`src/rtl/array_sorted_insert_if.sv`:
```
`default_nettype none
// ============================================================================
//  Module      : array_sorted_insert_if
//  Description : Command / status / debug-peek bundle for array_sorted_insert.
//                master = requester side, slave = inserter side.
//  Revision    : 1.0  initial release
// ============================================================================
interface array_sorted_insert_if #(
    parameter int WIDTH  = 32,
    parameter int ADDR_W = 5
);
    logic              go;
    logic [ADDR_W-1:0] array;
    logic [ADDR_W-1:0] length;
    logic [WIDTH-1:0]  value;
    logic [ADDR_W-1:0] peek_addr;
    logic [WIDTH-1:0]  peek_data;
    logic              busy;
    logic              done;
    logic              overflow;
    logic [ADDR_W-1:0] pos;

    modport master (
        output go, array, length, value, peek_addr,
        input  peek_data, busy, done, overflow, pos
    );

    modport slave (
        input  go, array, length, value, peek_addr,
        output peek_data, busy, done, overflow, pos
    );
endinterface
`default_nettype wire

```
`src/rtl/array_sorted_insert.sv`:
```
`default_nettype none
// ============================================================================
//  Module      : array_sorted_insert
//  Description : Inserts one value into an ascending array held in an internal
//                register file, shifting larger entries up by one slot, one
//                step per clock, starting from the top of the array.
//  Revision    : 1.0  initial release
// ============================================================================
module array_sorted_insert #(
    parameter int WIDTH  = 32,
    parameter int ADDR_W = 5
) (
    input  logic                  clock,
    input  logic                  reset,
    array_sorted_insert_if.slave  bus
);

    localparam int                c_DEPTH = 1 << ADDR_W;
    localparam logic [ADDR_W-1:0] c_ONE   = {{(ADDR_W-1){1'b0}}, 1'b1};

    typedef enum logic [1:0] {
        S_IDLE = 2'd0,
        S_SCAN = 2'd1,
        S_DONE = 2'd2
    } state_t;

    state_t            r_state;
    state_t            w_state_nxt;

    logic [WIDTH-1:0]  r [0:c_DEPTH-1];

    logic [ADDR_W-1:0] r_base;
    logic [ADDR_W-1:0] r_idx;
    logic [ADDR_W-1:0] r_pos;
    logic [WIDTH-1:0]  r_v;
    logic              r_overflow;

    logic [ADDR_W:0]   w_end;
    logic              w_fits;
    logic [WIDTH-1:0]  w_prev;
    logic              w_at_base;
    logic              w_shift;
    logic              w_we;
    logic [ADDR_W-1:0] w_waddr;
    logic [WIDTH-1:0]  w_wdata;

    // One extra bit so base+length past the last entry is seen, not wrapped.
    assign w_end     = {1'b0, bus.array} + {1'b0, bus.length};
    assign w_fits    = ~w_end[ADDR_W];

    // Entry just below the slot currently being filled; only meaningful when idx != base.
    assign w_prev    = r[r_idx - c_ONE];
    assign w_at_base = (r_idx == r_base);
    // Strict compare keeps equal values ahead of the new one (stable insert).
    assign w_shift   = !w_at_base && (w_prev > r_v);

    // State register.
    always_ff @(posedge clock) begin
        if (reset) begin
            r_state <= S_IDLE;
        end else begin
            r_state <= w_state_nxt;
        end
    end

    // Next-state decode and register-file write request (one write per SCAN cycle).
    always_comb begin
        w_state_nxt = r_state;
        w_we        = 1'b0;
        w_waddr     = r_idx;
        w_wdata     = r_v;
        case (r_state)
            S_IDLE: begin
                if (bus.go) begin
                    w_state_nxt = w_fits ? S_SCAN : S_DONE;
                end
            end
            S_SCAN: begin
                w_we = 1'b1;
                if (w_shift) begin
                    w_wdata = w_prev;
                end else begin
                    w_state_nxt = S_DONE;
                end
            end
            S_DONE: begin
                if (!bus.go) begin
                    w_state_nxt = S_IDLE;
                end
            end
            default: begin
                w_state_nxt = S_IDLE;
            end
        endcase
    end

    // Request latch, scan index walk-down and result capture.
    always_ff @(posedge clock) begin
        if (reset) begin
            r_base     <= '0;
            r_idx      <= '0;
            r_pos      <= '0;
            r_v        <= '0;
            r_overflow <= 1'b0;
        end else begin
            case (r_state)
                S_IDLE: begin
                    if (bus.go) begin
                        r_base     <= bus.array;
                        r_v        <= bus.value;
                        r_idx      <= w_end[ADDR_W-1:0];
                        r_overflow <= !w_fits;
                    end
                end
                S_SCAN: begin
                    if (w_shift) begin
                        r_idx <= r_idx - c_ONE;
                    end else begin
                        r_pos <= r_idx;
                    end
                end
                S_DONE: begin
                    if (!bus.go) begin
                        r_overflow <= 1'b0;
                    end
                end
                default: begin
                    r_overflow <= 1'b0;
                end
            endcase
        end
    end

    // Register file: contents survive reset; a reset cycle suppresses the pending write.
    always_ff @(posedge clock) begin
        if (w_we && !reset) begin
            r[w_waddr] <= w_wdata;
        end
    end

    assign bus.peek_data = r[bus.peek_addr];
    assign bus.busy      = (r_state == S_SCAN);
    assign bus.done      = (r_state == S_DONE);
    assign bus.overflow  = r_overflow;
    assign bus.pos       = r_pos;

endmodule
`default_nettype wire

```
`src/flat_wrapper.sv`:
```
// flat-port wrapper written by rule: the top's interface ports become plain ports
module array_sorted_insert_flat 
#(
    parameter int WIDTH  = 32,
    parameter int ADDR_W = 5
)
  (clock, reset, bus_go, bus_array, bus_length, bus_value, bus_peek_addr, bus_peek_data, bus_busy, bus_done, bus_overflow, bus_pos);
  array_sorted_insert_if #(.WIDTH(WIDTH), .ADDR_W(ADDR_W)) bus_i ();
  input  logic clock;
  input  logic reset;
  input wire logic [$bits(bus_i.go)-1:0] bus_go;
  input wire logic [$bits(bus_i.array)-1:0] bus_array;
  input wire logic [$bits(bus_i.length)-1:0] bus_length;
  input wire logic [$bits(bus_i.value)-1:0] bus_value;
  input wire logic [$bits(bus_i.peek_addr)-1:0] bus_peek_addr;
  output wire logic [$bits(bus_i.peek_data)-1:0] bus_peek_data;
  output wire logic [$bits(bus_i.busy)-1:0] bus_busy;
  output wire logic [$bits(bus_i.done)-1:0] bus_done;
  output wire logic [$bits(bus_i.overflow)-1:0] bus_overflow;
  output wire logic [$bits(bus_i.pos)-1:0] bus_pos;
  assign bus_i.go = bus_go;
  assign bus_i.array = bus_array;
  assign bus_i.length = bus_length;
  assign bus_i.value = bus_value;
  assign bus_i.peek_addr = bus_peek_addr;
  assign bus_peek_data = bus_i.peek_data;
  assign bus_busy = bus_i.busy;
  assign bus_done = bus_i.done;
  assign bus_overflow = bus_i.overflow;
  assign bus_pos = bus_i.pos;
  array_sorted_insert #(.WIDTH(WIDTH), .ADDR_W(ADDR_W)) u_core (.clock(clock), .reset(reset), .bus(bus_i));
endmodule
```
`config.mk`:
```
export PLATFORM = sky130hd
export DESIGN_NAME = array_sorted_insert_flat
export DESIGN_NICKNAME = d
export VERILOG_FILES = /design/src/rtl/array_sorted_insert_if.sv /design/src/rtl/array_sorted_insert.sv /design/src/flat_wrapper.sv
export SDC_FILE = /design/constraint.sdc
export NUM_CORES = 1
export LEC_CHECK = 0
export BUFFER_PORTS_ARGS = -buffer_cell sky130_fd_sc_hd__buf_2
export CAP_MARGIN = 15
export CELL_PAD_IN_SITES_DETAIL_PLACEMENT = 0
export CELL_PAD_IN_SITES_GLOBAL_PLACEMENT = 2
export CORE_MARGIN = 2
export CORE_UTILIZATION = 55
export CTS_CLUSTER_DIAMETER = 150
export DETAILED_ROUTE_END_ITERATION = 10
export PLACE_DENSITY = 0.86
export SKIP_CTS_REPAIR_TIMING = 1
export SLEW_MARGIN = 10
export SYNTH_ARGS = -nofsm -noshare
export SYNTH_HDL_FRONTEND = slang
export SYNTH_SLANG_ARGS = --single-unit
```
`constraint.sdc`:
```
create_clock -name clock -period 19.7 [get_ports clock]
set_input_delay 3.94 -clock clock [delete_from_list [all_inputs] [get_ports clock]]
set_output_delay 3.94 -clock clock [all_outputs]
set_load 0.1 [all_outputs]
```
After elaboration in Yosys (flattened, before gate mapping). Memories as Yosys holds them, arrays and structs flattened. Index checks and enable logic that the tools add are counted.

Multiplexer cells: 16. Bitwise operators: 2. $lt $le $gt $ge: 1. Reductions and logical operators: 11. $add $sub $neg: 2. Equality and inequality tests: 7.

Operator list (count): 32-bit 2-to-1 mux (2); 32-bit greater-than comparator (1); 5-bit 2-to-1 mux (2); 5-bit case mux with 2 select lines (1); 3-bit AND reduction (3); 2-bit 2-to-1 mux (4); 5-bit by 5-bit adder with 6-bit output (1); 2-bit != test, second input constant (3); 2-bit case mux with 3 select lines (1); 5-bit equality test (1); 1-bit 2-to-1 mux (5); 5-bit by 1-bit subtractor with 5-bit output, second input constant (1); 2-bit AND reduction (2); 1-bit case mux with 3 select lines (1); 2-bit by 1-bit equality test with 1-bit output, second input constant (1); 2-bit equality test, second input constant (1); 1-bit logical AND (2); 1-bit logical NOT (2); 2-bit logical NOT (1); 2-bit by 1-bit != test with 1-bit output, second input constant (1); 1-bit NOT (2); 2-bit nonzero test (1).

Memories kept: 1. Input bits: 50. Register bits after elaboration: 50. Memory bits (writable): 1024. Output and inout bits: 40.

Memories: u_core.r (depth 32, width 32, read ports 2, clocked after memory_dff 0, write ports 1, line array_sorted_insert.sv:30) `logic [WIDTH-1:0] r [0:c_DEPTH-1];`.

Longest topological paths before layout. An unclocked memory read counts as a cell.

Depth in word-level cells: 6. Gate-level depth with buffers: 21.

Worst setup path after synthesis. Ideal clock, no wire load.

Path kind: input-to-output. From: input bus_peek_addr[1]. To: output bus_peek_data[10]. Arrival: 6202 ps. Buffers on the path: 4. Cell stages on the path: 7. Setup slack: 9558 ps. Cell sequence: clkbuf_1 > buf_2 > buf_2 > buf_1 > mux4_2 > mux4_2 > mux2_2.

Longest elaborated chain between the ends: 1.

Ends and longest elaborated chain: from (decl) (line flat_wrapper.sv:15) `input wire logic [$bits(bus_i.peek_addr)-1:0] bus_peek_addr;`; memory 32 x 32 bit; to (decl) (line flat_wrapper.sv:16) `output wire logic [$bits(bus_i.peek_data)-1:0] bus_peek_data;`.

Every way passes these cells.

Final worst setup path.
From: input bus_peek_addr[0]. To: output bus_peek_data[25].

Same word-level chain as after synthesis.

==> results.toml <==
[clock_tree]
cts_sinks = 1074
cts.path.max_buffers = 3
cts_buffers = 110
root_buffer = "clkbuf_16"
cts_tree = "done"
clk_latency_ns = 0.70
htreeDepth = 3
clk_pin_slew_ns = 0.06

[critical_path]
crit_path_max_incr_delay_ns = 0.78
crit_chain = "buf_8 > buf_4 > buf_12 > mux4_2 > mux4_2 > mux2_2 > buf_2"
crit_path_top_delay_cell = "buf_4"
worstPathRequired_ns = 15.76
cp_data_arrival_time_ns = 7.92
cp_common_cell = "mux4_2"
crit_type = "in -> out"
critPathMaxFanout = 98
crit_path_start_kind = "input port"
endpoint_kind = "primary output"

[floorplanning]
ios = 90
coreArea_sq_um = 90100
die_h_um = 306
fp.dieW_um = 306
start_util_pct = 55.7
rows = 110
die-area_sq_um = 93700

[final_layout]
post_route_cells_drive_above_1_share_pct = 42.8
stdcell_count = 3773
syn_to_final_growth_pct = 11.8
num-nets-final = 2591
num-fill-cells = 6023
final_cell_mix = "1,024 x edfxtp_1, 640 x mux4_2, 114 x clkbuf_16"
final_common_cell = "edfxtp_1"

[sta]
tightestPinTransition_ns = 1.20
slew_headroom_pct = 20.0
setup-violations-final = 0
rsz0062_at_grt = "no"
max_freq_mhz = 84.3
setup_tns_ns = 0
post-route-worst-setup-slack_ns = 7.84
min_period_ns = 11.86
min_period_over_period_pct = 60.2
hold_viol_final = 0
maxSlewViolCount = 0
finClkSkew_ns = 0.0344

[routing]
drcViolationCount = 0
drt_wl_total_um = 141000
drtAntennaViolNets = 0
routed-via-count = 28100
vias_per_cell = 7.45
first_pass_iters = 6
drtIter0Drc = 4181
wire_per_inst_um = 37.5

[pwr]
ir_worst_vdd_v = 0.000208
p_per_area_nw_per_um2 = 158
p_leak_nw = 17.7

[logic_synthesis]
synthCells = 2378
yosys_warnings = 0
avgSynthCellArea_sq_um = 21.1
ys_types = 45
ys_ff_latch = 1074
syn-num-nets = 2471
yosysSeqAreaShare_pct = 63.3
syn_area_sq_um = 50200

[run]
cap_violations = 0

[grt]
overflow = 0
antenna_found_initial = 5
grt_pass1_wl_um = 202000
grt_use_total_pct = 30.6
grt_start_max_net_pins = 120
first_global_vias = 27600

[placed_design]
dpl_worst_slack_ns = 7.74
place_congestion = 0.789
dp_hpwl_um = 71700
numPortBuffers = 89
placedCellCount = 3561

[outcome]
outcome = "finished, final reports clean"

[hold_path]
hp-class = "reg -> reg"
==> kinds of logic (layout without fill, tap and decap cells) <==
| logic type | count (synthesis) | in the layout | share of synthesized area [%] |
|---|---|---|---|
| AND/OR/NAND/NOR | 207 | 207 | 1.79 |
| adder cells (fa/ha/maj) | 43 | 43 | 1.09 |
| flip-flops | 1074 | 1074 | 63.3 |
| XOR/XNOR | 11 | 11 | 0.192 |
| other | 0 | 2 | 0 |
| AO/OA/AOI/OAI | 116 | 116 | 1.30 |
| buffers and inverters | 219 | 436 | 2.12 |
| multiplexers | 708 | 708 | 30.2 |
==> worst max-delay path, delay by kind of cell <==
family / cells / cell delay, ns
buffers and inverters: 4 / 2.33
muxes: 3 / 1.42
==> report_power, final <==
group / switching [mW] / internal (mW) / total, mW
sequential: 0.0522 / 2.96 / 3.01
clock: 0.884 / 1.30 / 2.19
combinational: 2.20 / 1.45 / 3.65
==> state kept, by name, indices dropped and copies added, names as in the netlist <==
register / cells
u_core.bus.overflow: 1
u_core.r_idx: 5
u_core.r_base: 5
u_core.r: 1024
u_core.r_v: 32
u_core.r_state: 2
u_core.bus.pos: 5
==> layout make-up <==
cell class	instances	area (sq um)	share of cell area (%)
Antenna cell	2	5.00	0.00892
Clock buffer	143	3050	5.44
Clock inverter	66	772	1.38
Inverter	41	154	0.274
Multi-Input combinational cell	1085	17700	31.5
Sequential cell	1074	31800	56.6
Tap cell	1176	1470	2.62
Timing Repair Buffer	186	1250	2.22
==> final timing paths <==
path                                                    from                           to  slack (ns)  cells past startpoint
worst min register to register   u_core.r_v[20]$_SDFFE_PP0P_  u_core.r_v[20]$_SDFFE_PP0P_        0.46                      2
worst max-delay path                        bus_peek_addr[0]            bus_peek_data[25]        7.84                      7
worst max register to register  u_core.r_idx[0]$_SDFFE_PP0P_    u_core.r[20][5]$_DFFE_PP_       10.71                     16
worst min-delay path             u_core.r_v[20]$_SDFFE_PP0P_  u_core.r_v[20]$_SDFFE_PP0P_        0.46                      2
==> layer usage <==
layer / track usage [%] / share of wire, % / vias up
li1: - / - / 10600
met1: 45.1 / 37 / 15100
met2: 46.7 / 47 / 2173
met3: 7.64 / 13 / 266
met4: 7.90 / 2.9 / 6
met5: 0 / 0.027 / -
==> synth_stat cells (all sizes together) <==
cell type	number	area share, %
a31oi	1	0.012
o21ai	39	0.39
a2111oi	1	0.017
a21oi	58	0.58
nand2	93	0.70
o21a	1	0.015
a21o	4	0.060
dfxtp	50	2.0
a221o	1	0.020
or3	2	0.025
o211ai	1	0.015
nor3	4	0.050
inv	41	0.31
o221ai	1	0.030
ha	42	1.0
a211oi	1	0.015
or2	1	0.012
edfxtp	1024	61
a221oi	2	0.035
nand2b	3	0.037
o221a	1	0.022
nor2b	3	0.037
buf	105	1.3
o21bai	1	0.015
nand4	9	0.11
clkbuf	73	0.55
mux2	63	1.4
nor2	45	0.34
and2	1	0.012
o22ai	1	0.025
o31ai	1	0.015
a22o	1	0.017
o311a	1	0.020
fa	1	0.040
xor2	4	0.070
nand3	43	0.43
xnor2	7	0.12
mux4	640	29
nor4	3	0.037
mux2i	5	0.10
==> per-stage QoR <==
| step | hold slack (ns) | instance area, sq um | total power [mW] | util (%) |
|---|---|---|---|---|
| finish | 0.457 | 56100 | 8.85 | 62.2 |
| global placement | 0.444 | 52300 | 6.60 | 58.0 |
| floorplan | 0.436 | 50200 | 5.50 | - |
| detailed placement | 0.447 | 52300 | 6.67 | 58.0 |
| CTS | 0.455 | 56100 | 8.85 | 62.2 |
| global route | 0.471 | 56100 | 9.17 | 62.2 |
Note: power is estimated with default switching activity, not from simulation.
